<file path="src/rtl/param_sync_fifo_pkg.sv">
// Shared types and helpers for the parametrised single-clock FIFO.
// Latency: n/a (types and pure functions only).
// Backpressure: n/a.
package param_sync_fifo_pkg;

  // Read-port behaviour selected at elaboration time.
  typedef enum logic {
    FIFO_STD  = 1'b0,  // data_out registered, loaded on an accepted read
    FIFO_FWFT = 1'b1   // head entry presented combinationally while not empty
  } read_mode_e;

  // Pointer width needed to address every entry.
  function automatic int ptr_width(input int depth);
    return $clog2(depth);
  endfunction

  // Count width needed to represent 0..depth inclusive.
  function automatic int cnt_width(input int depth);
    return $clog2(depth + 1);
  endfunction

  // Advance a pointer with an explicit wrap at depth-1, so non-power-of-two
  // depths never visit unused indices.
  function automatic logic [31:0] ptr_inc(input logic [31:0] ptr, input int depth);
    if (ptr == 32'(depth - 1)) begin
      return '0;
    end
    return ptr + 32'd1;
  endfunction

endpackage

</file>
<file path="src/rtl/param_sync_fifo_ram.sv">
// Depth x DataWidth register array: one synchronous write port, one async read port.
// Latency: write visible on the read port the cycle after the write edge; read is combinational.
// Backpressure: none; the caller gates the write enable.
// Ports: clk, we/waddr/wdata (write), raddr/rdata (read).
module param_sync_fifo_ram #(
  parameter int DataWidth = 32,
  parameter int Depth     = 16,
  parameter int PtrWidth  = 4
) (
  input  logic                 clk,
  input  logic                 we,
  input  logic [PtrWidth-1:0]  waddr,
  input  logic [DataWidth-1:0] wdata,
  input  logic [PtrWidth-1:0]  raddr,
  output logic [DataWidth-1:0] rdata
);

  // Storage is deliberately not reset; occupancy tracking makes stale
  // contents unreachable.
  logic [DataWidth-1:0] mem_q [Depth];

  always_ff @(posedge clk) begin
    if (we) begin
      mem_q[waddr] <= wdata;
    end
  end

  assign rdata = mem_q[raddr];

endmodule

</file>
<file path="src/rtl/param_sync_fifo.sv">
// Parametrised single-clock FIFO with standard or first-word-fall-through read.
// Latency: standard mode data_out valid 1 cycle after accepted rd_en; FWFT head visible 1 cycle after write.
// Backpressure: writes refused while full (overflow sticky), reads refused while empty (underflow sticky).
// Ports: clk/rst (async active-low), clr (sync flush), datain/wr_en, rd_en/data_out,
//        full/empty/almost_full/almost_empty/count status, overflow/underflow sticky errors.
module param_sync_fifo
  import param_sync_fifo_pkg::*;
#(
  parameter int DataWidth = 32,
  parameter int Depth     = 16,
  parameter int Fwft      = 0,
  parameter int AfThresh  = Depth - 2,
  parameter int AeThresh  = 2,
  parameter int PtrWidth  = ptr_width(Depth),
  parameter int CntWidth  = cnt_width(Depth)
) (
  input  logic                 clk,
  input  logic                 rst,
  input  logic                 clr,
  input  logic [DataWidth-1:0] datain,
  input  logic                 wr_en,
  input  logic                 rd_en,
  output logic [DataWidth-1:0] data_out,
  output logic                 full,
  output logic                 empty,
  output logic                 almost_full,
  output logic                 almost_empty,
  output logic [CntWidth-1:0]  count,
  output logic                 overflow,
  output logic                 underflow
);

  localparam read_mode_e Mode = (Fwft != 0) ? FIFO_FWFT : FIFO_STD;

  logic [PtrWidth-1:0]  wr_ptr_q, wr_ptr_d;
  logic [PtrWidth-1:0]  rd_ptr_q, rd_ptr_d;
  logic [CntWidth-1:0]  count_q, count_d;
  logic [DataWidth-1:0] dout_q, dout_d;
  logic                 overflow_q, overflow_d;
  logic                 underflow_q, underflow_d;
  logic [DataWidth-1:0] ram_rdata;
  logic                 wr_acc, rd_acc, ram_we;

  // A write while full is refused even alongside a read, so head and tail
  // never alias within one cycle.
  assign wr_acc = wr_en && !full;
  assign rd_acc = rd_en && !empty;
  assign ram_we = wr_acc && !clr;

  // Every status flag is a pure function of the registered count.
  assign full         = (count_q == CntWidth'(Depth));
  assign empty        = (count_q == '0);
  assign almost_full  = (int'(count_q) >= AfThresh);
  assign almost_empty = (int'(count_q) <= AeThresh);
  assign count        = count_q;
  assign overflow     = overflow_q;
  assign underflow    = underflow_q;

  always_comb begin
    wr_ptr_d    = wr_ptr_q;
    rd_ptr_d    = rd_ptr_q;
    count_d     = count_q;
    dout_d      = dout_q;
    overflow_d  = overflow_q;
    underflow_d = underflow_q;
    if (clr) begin
      wr_ptr_d    = '0;
      rd_ptr_d    = '0;
      count_d     = '0;
      dout_d      = '0;
      overflow_d  = 1'b0;
      underflow_d = 1'b0;
    end else begin
      if (wr_acc) wr_ptr_d = PtrWidth'(ptr_inc(32'(wr_ptr_q), Depth));
      if (rd_acc) rd_ptr_d = PtrWidth'(ptr_inc(32'(rd_ptr_q), Depth));
      case ({wr_acc, rd_acc})
        2'b10:   count_d = count_q + CntWidth'(1);
        2'b01:   count_d = count_q - CntWidth'(1);
        default: count_d = count_q;
      endcase
      if (wr_en && full)  overflow_d  = 1'b1;
      if (rd_en && empty) underflow_d = 1'b1;
      if (Mode == FIFO_STD && rd_acc) dout_d = ram_rdata;
    end
  end

  always_ff @(posedge clk or negedge rst) begin
    if (!rst) begin
      wr_ptr_q    <= '0;
      rd_ptr_q    <= '0;
      count_q     <= '0;
      dout_q      <= '0;
      overflow_q  <= 1'b0;
      underflow_q <= 1'b0;
    end else begin
      wr_ptr_q    <= wr_ptr_d;
      rd_ptr_q    <= rd_ptr_d;
      count_q     <= count_d;
      dout_q      <= dout_d;
      overflow_q  <= overflow_d;
      underflow_q <= underflow_d;
    end
  end

  // FWFT presents the head directly and forces zero when nothing is held.
  assign data_out = (Mode == FIFO_FWFT) ? (empty ? '0 : ram_rdata) : dout_q;

  param_sync_fifo_ram #(
    .DataWidth (DataWidth),
    .Depth     (Depth),
    .PtrWidth  (PtrWidth)
  ) u_ram (
    .clk   (clk),
    .we    (ram_we),
    .waddr (wr_ptr_q),
    .wdata (datain),
    .raddr (rd_ptr_q),
    .rdata (ram_rdata)
  );

endmodule
</file>
<file path="config.mk">
export PLATFORM = sky130hd
export DESIGN_NAME = param_sync_fifo
export DESIGN_NICKNAME = d
export VERILOG_FILES = /design/src/rtl/param_sync_fifo_pkg.sv /design/src/rtl/param_sync_fifo_ram.sv /design/src/rtl/param_sync_fifo.sv
export SDC_FILE = /design/constraint.sdc
export NUM_CORES = 1
export LEC_CHECK = 0
export CAP_MARGIN = 20
export CORE_MARGIN = 1
export CORE_UTILIZATION = 55
export CTS_CLUSTER_DIAMETER = 100
export DETAILED_ROUTE_END_ITERATION = 7
export PLACE_DENSITY = 0.76
export RECOVER_POWER = 100
export SLEW_MARGIN = 25
export SYNTH_ARGS = -nofsm -noshare
export SYNTH_HDL_FRONTEND = slang
export SYNTH_SLANG_ARGS = --single-unit
export TNS_END_PERCENT = 30
</file>
<file path="constraint.sdc">
create_clock -name clk -period 4 [get_ports clk]
set_input_delay 0.8 -clock clk [delete_from_list [all_inputs] [get_ports clk]]
set_output_delay 0.8 -clock clk [all_outputs]
set_load 0.03 [all_outputs]
</file>
==> run summary <==
result of the run: finished, violations left
violated checks: capacitance limit, slew limit
Hold Buf Count CTS: 0
Primary FF master, synth: sky130_fd_sc_hd__edfxtp_1
Filler cells: 2,554
post-route clock skew: 12.5 ps
number of failing setup endpoints in the final timing report: 0
Yosys warning count: 0
layout overhead on the synthesized area: 14.2%
CP Max Fanout: 11
sequential cell area fraction in the yosys report: 76.3%
IR drop worst, VDD: 0.384 mV
headroom to the max-slew limit: -48.2%
total nets after synthesis: 1,031
share of the clock period used by the worst path after layout: 89.2%
number of violations of the max-capacitance limit: 1
synth unique cells: 45
Leakage: 0.00787 uW
actual transition at the worst max-transition pin: 2220 ps
number of placed instances with taps included: 1,565
flip-flop and latch count after synthesis: 559
Placement Rows: 72
reg-to-reg endpoint: u_ram.mem_q[12][15]
total DRC errors in the routed layout: 0
number of buffers created by CTS: 53
sink count of the clock tree: 559
post-DR vias/cell: 6.18
destination of the worst hold path: data_out[8]
Clock transition at path regs: 60 ps
count of buffers inserted at the top-level ports: 79
leading area contributor after synthesis: sky130_fd_sc_hd__edfxtp_1
synthesized cell area: 21,700 sq um
GRT Util Overall: 23.2%
Detailed Routing Iterations Pass 1: 4
power density over the cells: 594 nW/um^2
critical path launch point type: flip-flop
upper clock frequency limit: 280 MHz
maximum buffer depth of the clock tree: 3
Synth area leaders: sky130_fd_sc_hd__edfxtp_1, sky130_fd_sc_hd__mux4_2, sky130_fd_sc_hd__dfrtp_1
Hold Path Class: flip-flop to flip-flop
Die ar.: 40,200 sq um
cell count after synthesis: 987
global placement routability congestion: 0.768
CTS resizes: 0
kind of end point of the critical path: primary output
R2R setup slack: 550 ps
dpl hpwl: 26,100 microns
number of global-route vias before repair: 10,600
Hold Crit Depth: 2
Remaining Overflow, GRT: 0
post-detailed-route count of antenna-violating nets: 0
r2r startpoint: count[1]
initial core utilization: 56.0%
setup repair after global routing missed its margin: false
arrival time of the worst setup path: 2770 ps
Min Clock Period, post-route: 3570 ps
Worst Path Class, Setup: flip-flop to primary output
Placed Area: 23,300 sq um
non-filler instance count after layout: 1,663
Antenna Cells: 0
level count of the clock H-tree: 2
endpoint required time on the critical path: 3200 ps
Synth async-reset ratio: 8.41%
Design Area, Final: 24,800 sq um
# IOs: 80
CTS tree: built
final hold violation count: 0
count of flip-flops with a built-in enable after synthesis: 512
post-CTS setup repair buffer count: 0
CORE AREA: 38,700 sq um
largest net degree at the start of global routing: 46
initial detailed-routing violation count: 776
height of the die: 201 microns
worst skew pair latency: 590 ps
top-count cell post-synth: sky130_fd_sc_hd__edfxtp_1
worst min-delay path startpoint: data_out[8]
core occupancy in the finished layout: 63.9%
cell at the root of the clock tree: sky130_fd_sc_hd__clkbuf_16
Post-layout nets: 1,146
antenna violations before repair: 0
fraction of layout instances using a drive strength above 1: 22.3%
number of cells on the worst reg-to-reg path: 7
Detailed Route WL: 45,200 microns
max-slew violation total from the final report: 36
top cell type's share of synthesized area: 70.9%
die boundary width: 201 microns
Synth top cells by count: sky130_fd_sc_hd__edfxtp_1, sky130_fd_sc_hd__mux4_2, sky130_fd_sc_hd__mux2i_1
vias after detailed routing: 10,300
average detailed-routed wire length per instance: 27.2 microns
wire length of the first global-routing pass: 68,400 microns
Post-Synthesis Mean Instance Area: 22.0 sq um
through the flow:
stage	worst slack, ps	hold WS, ps	total power (uW)	setup TNS, ps
after CTS	526	372	15000	0
after global routing	334	518	15200	0
after global placement	667	476	10100	0
after detailed placement	633	482	10100	0
after floorplan	-530	504	9120	-33920
final	433	495	14700	0
placed cells by master (no fill, tap or decap), drive strengths merged, types with 2 or more instances in the layout:
cell type | Yosys | routed
edfxtp | 512 | 512
mux4 | 128 | 128
clkbuf | 22 | 93
dlygate4sd3 | 0 | 76
mux2i | 66 | 66
dfrtp | 47 | 47
o21ai | 36 | 36
a2bb2oi | 32 | 32
nor2 | 30 | 30
clkinv | 0 | 20
nand2 | 17 | 17
buf | 32 | 14
a21oi | 10 | 10
ha | 7 | 7
inv | 5 | 7
nor3 | 6 | 6
xnor2 | 5 | 5
nand3 | 4 | 4
bufinv | 0 | 4
a31oi | 3 | 3
o211ai | 2 | 2
nand2b | 2 | 2
xor2 | 2 | 2
nor2b | 2 | 2
a211oi | 2 | 2
clkdlybuf4s50 | 0 | 2
cell type report:
cell class	instances	area [sq um]	area share, %
Clock buffer	71	1500	6.04
Clock inverter	27	235	0.950
Inverter	5	18.8	0.0758
Multi-Input combinational cell	369	4740	19.1
Sequential cell	559	16600	66.9
Tap cell	518	648	2.62
Timing Repair Buffer	114	1060	4.30
cell families (layout without fill, tap and decap cells):
family	after synthesis	count (layout)	synth area share, %
DFF	559	559	76.3
muxes	194	194	16.3
AOI/OAI and AO/OA	93	93	3.62
and+or+nand+nor	68	68	1.53
buffers and inverters	59	217	1.48
adders and majority gates	7	7	0.404
xor gates and xnor gates	7	7	0.283
layer usage:
metal / track usage [%] / wire length (microns) / vias to the layer above
met1: 32.7 / 18800 / 5511
met2: 38.0 / 22800 / 355
met4: 6.08 / 897 / 0
li1: - / - / 4346
met3: 4.16 / 2680 / 63
met5: 0 / 0 / -
registers in the layout, summed over array words and instances, names as in the netlist:
register     flops
data_out        32
overflow         1
wr_ptr_q         4
underflow        1
count            5
rd_ptr_q         4
u_ram.mem_q    512
how the worst max path moves through the flow:
stage / start / end / slack [ps] / depth (start not counted)
floorplan: wr_en / u_ram.mem_q[2][0] / -530 / 5
global placement: wr_en / u_ram.mem_q[12][15] / 670 / 7
detailed placement: wr_en / u_ram.mem_q[12][15] / 630 / 7
CTS: count[1] / empty / 530 / 3
global route: count[1] / empty / 330 / 3
finish: count[1] / empty / 430 / 3
power breakdown:
| part | internal (uW) | total, uW | leakage, uW | switching [uW] |
|---|---|---|---|---|
| Sequential | 6620 | 6910 | 0.00524 | 292 |
| Combinational | 1350 | 2840 | 0.00178 | 1490 |
| Clock | 2880 | 4950 | 0.000851 | 2080 |
critical path, cell delays in order, from the launching register on:
cell,delay (ps)
sky130_fd_sc_hd__dfrtp_1,520
sky130_fd_sc_hd__or4_1,710
sky130_fd_sc_hd__nor2_1,180
sky130_fd_sc_hd__dlygate4sd3_1,760
Power figures use the tool's default switching activity.
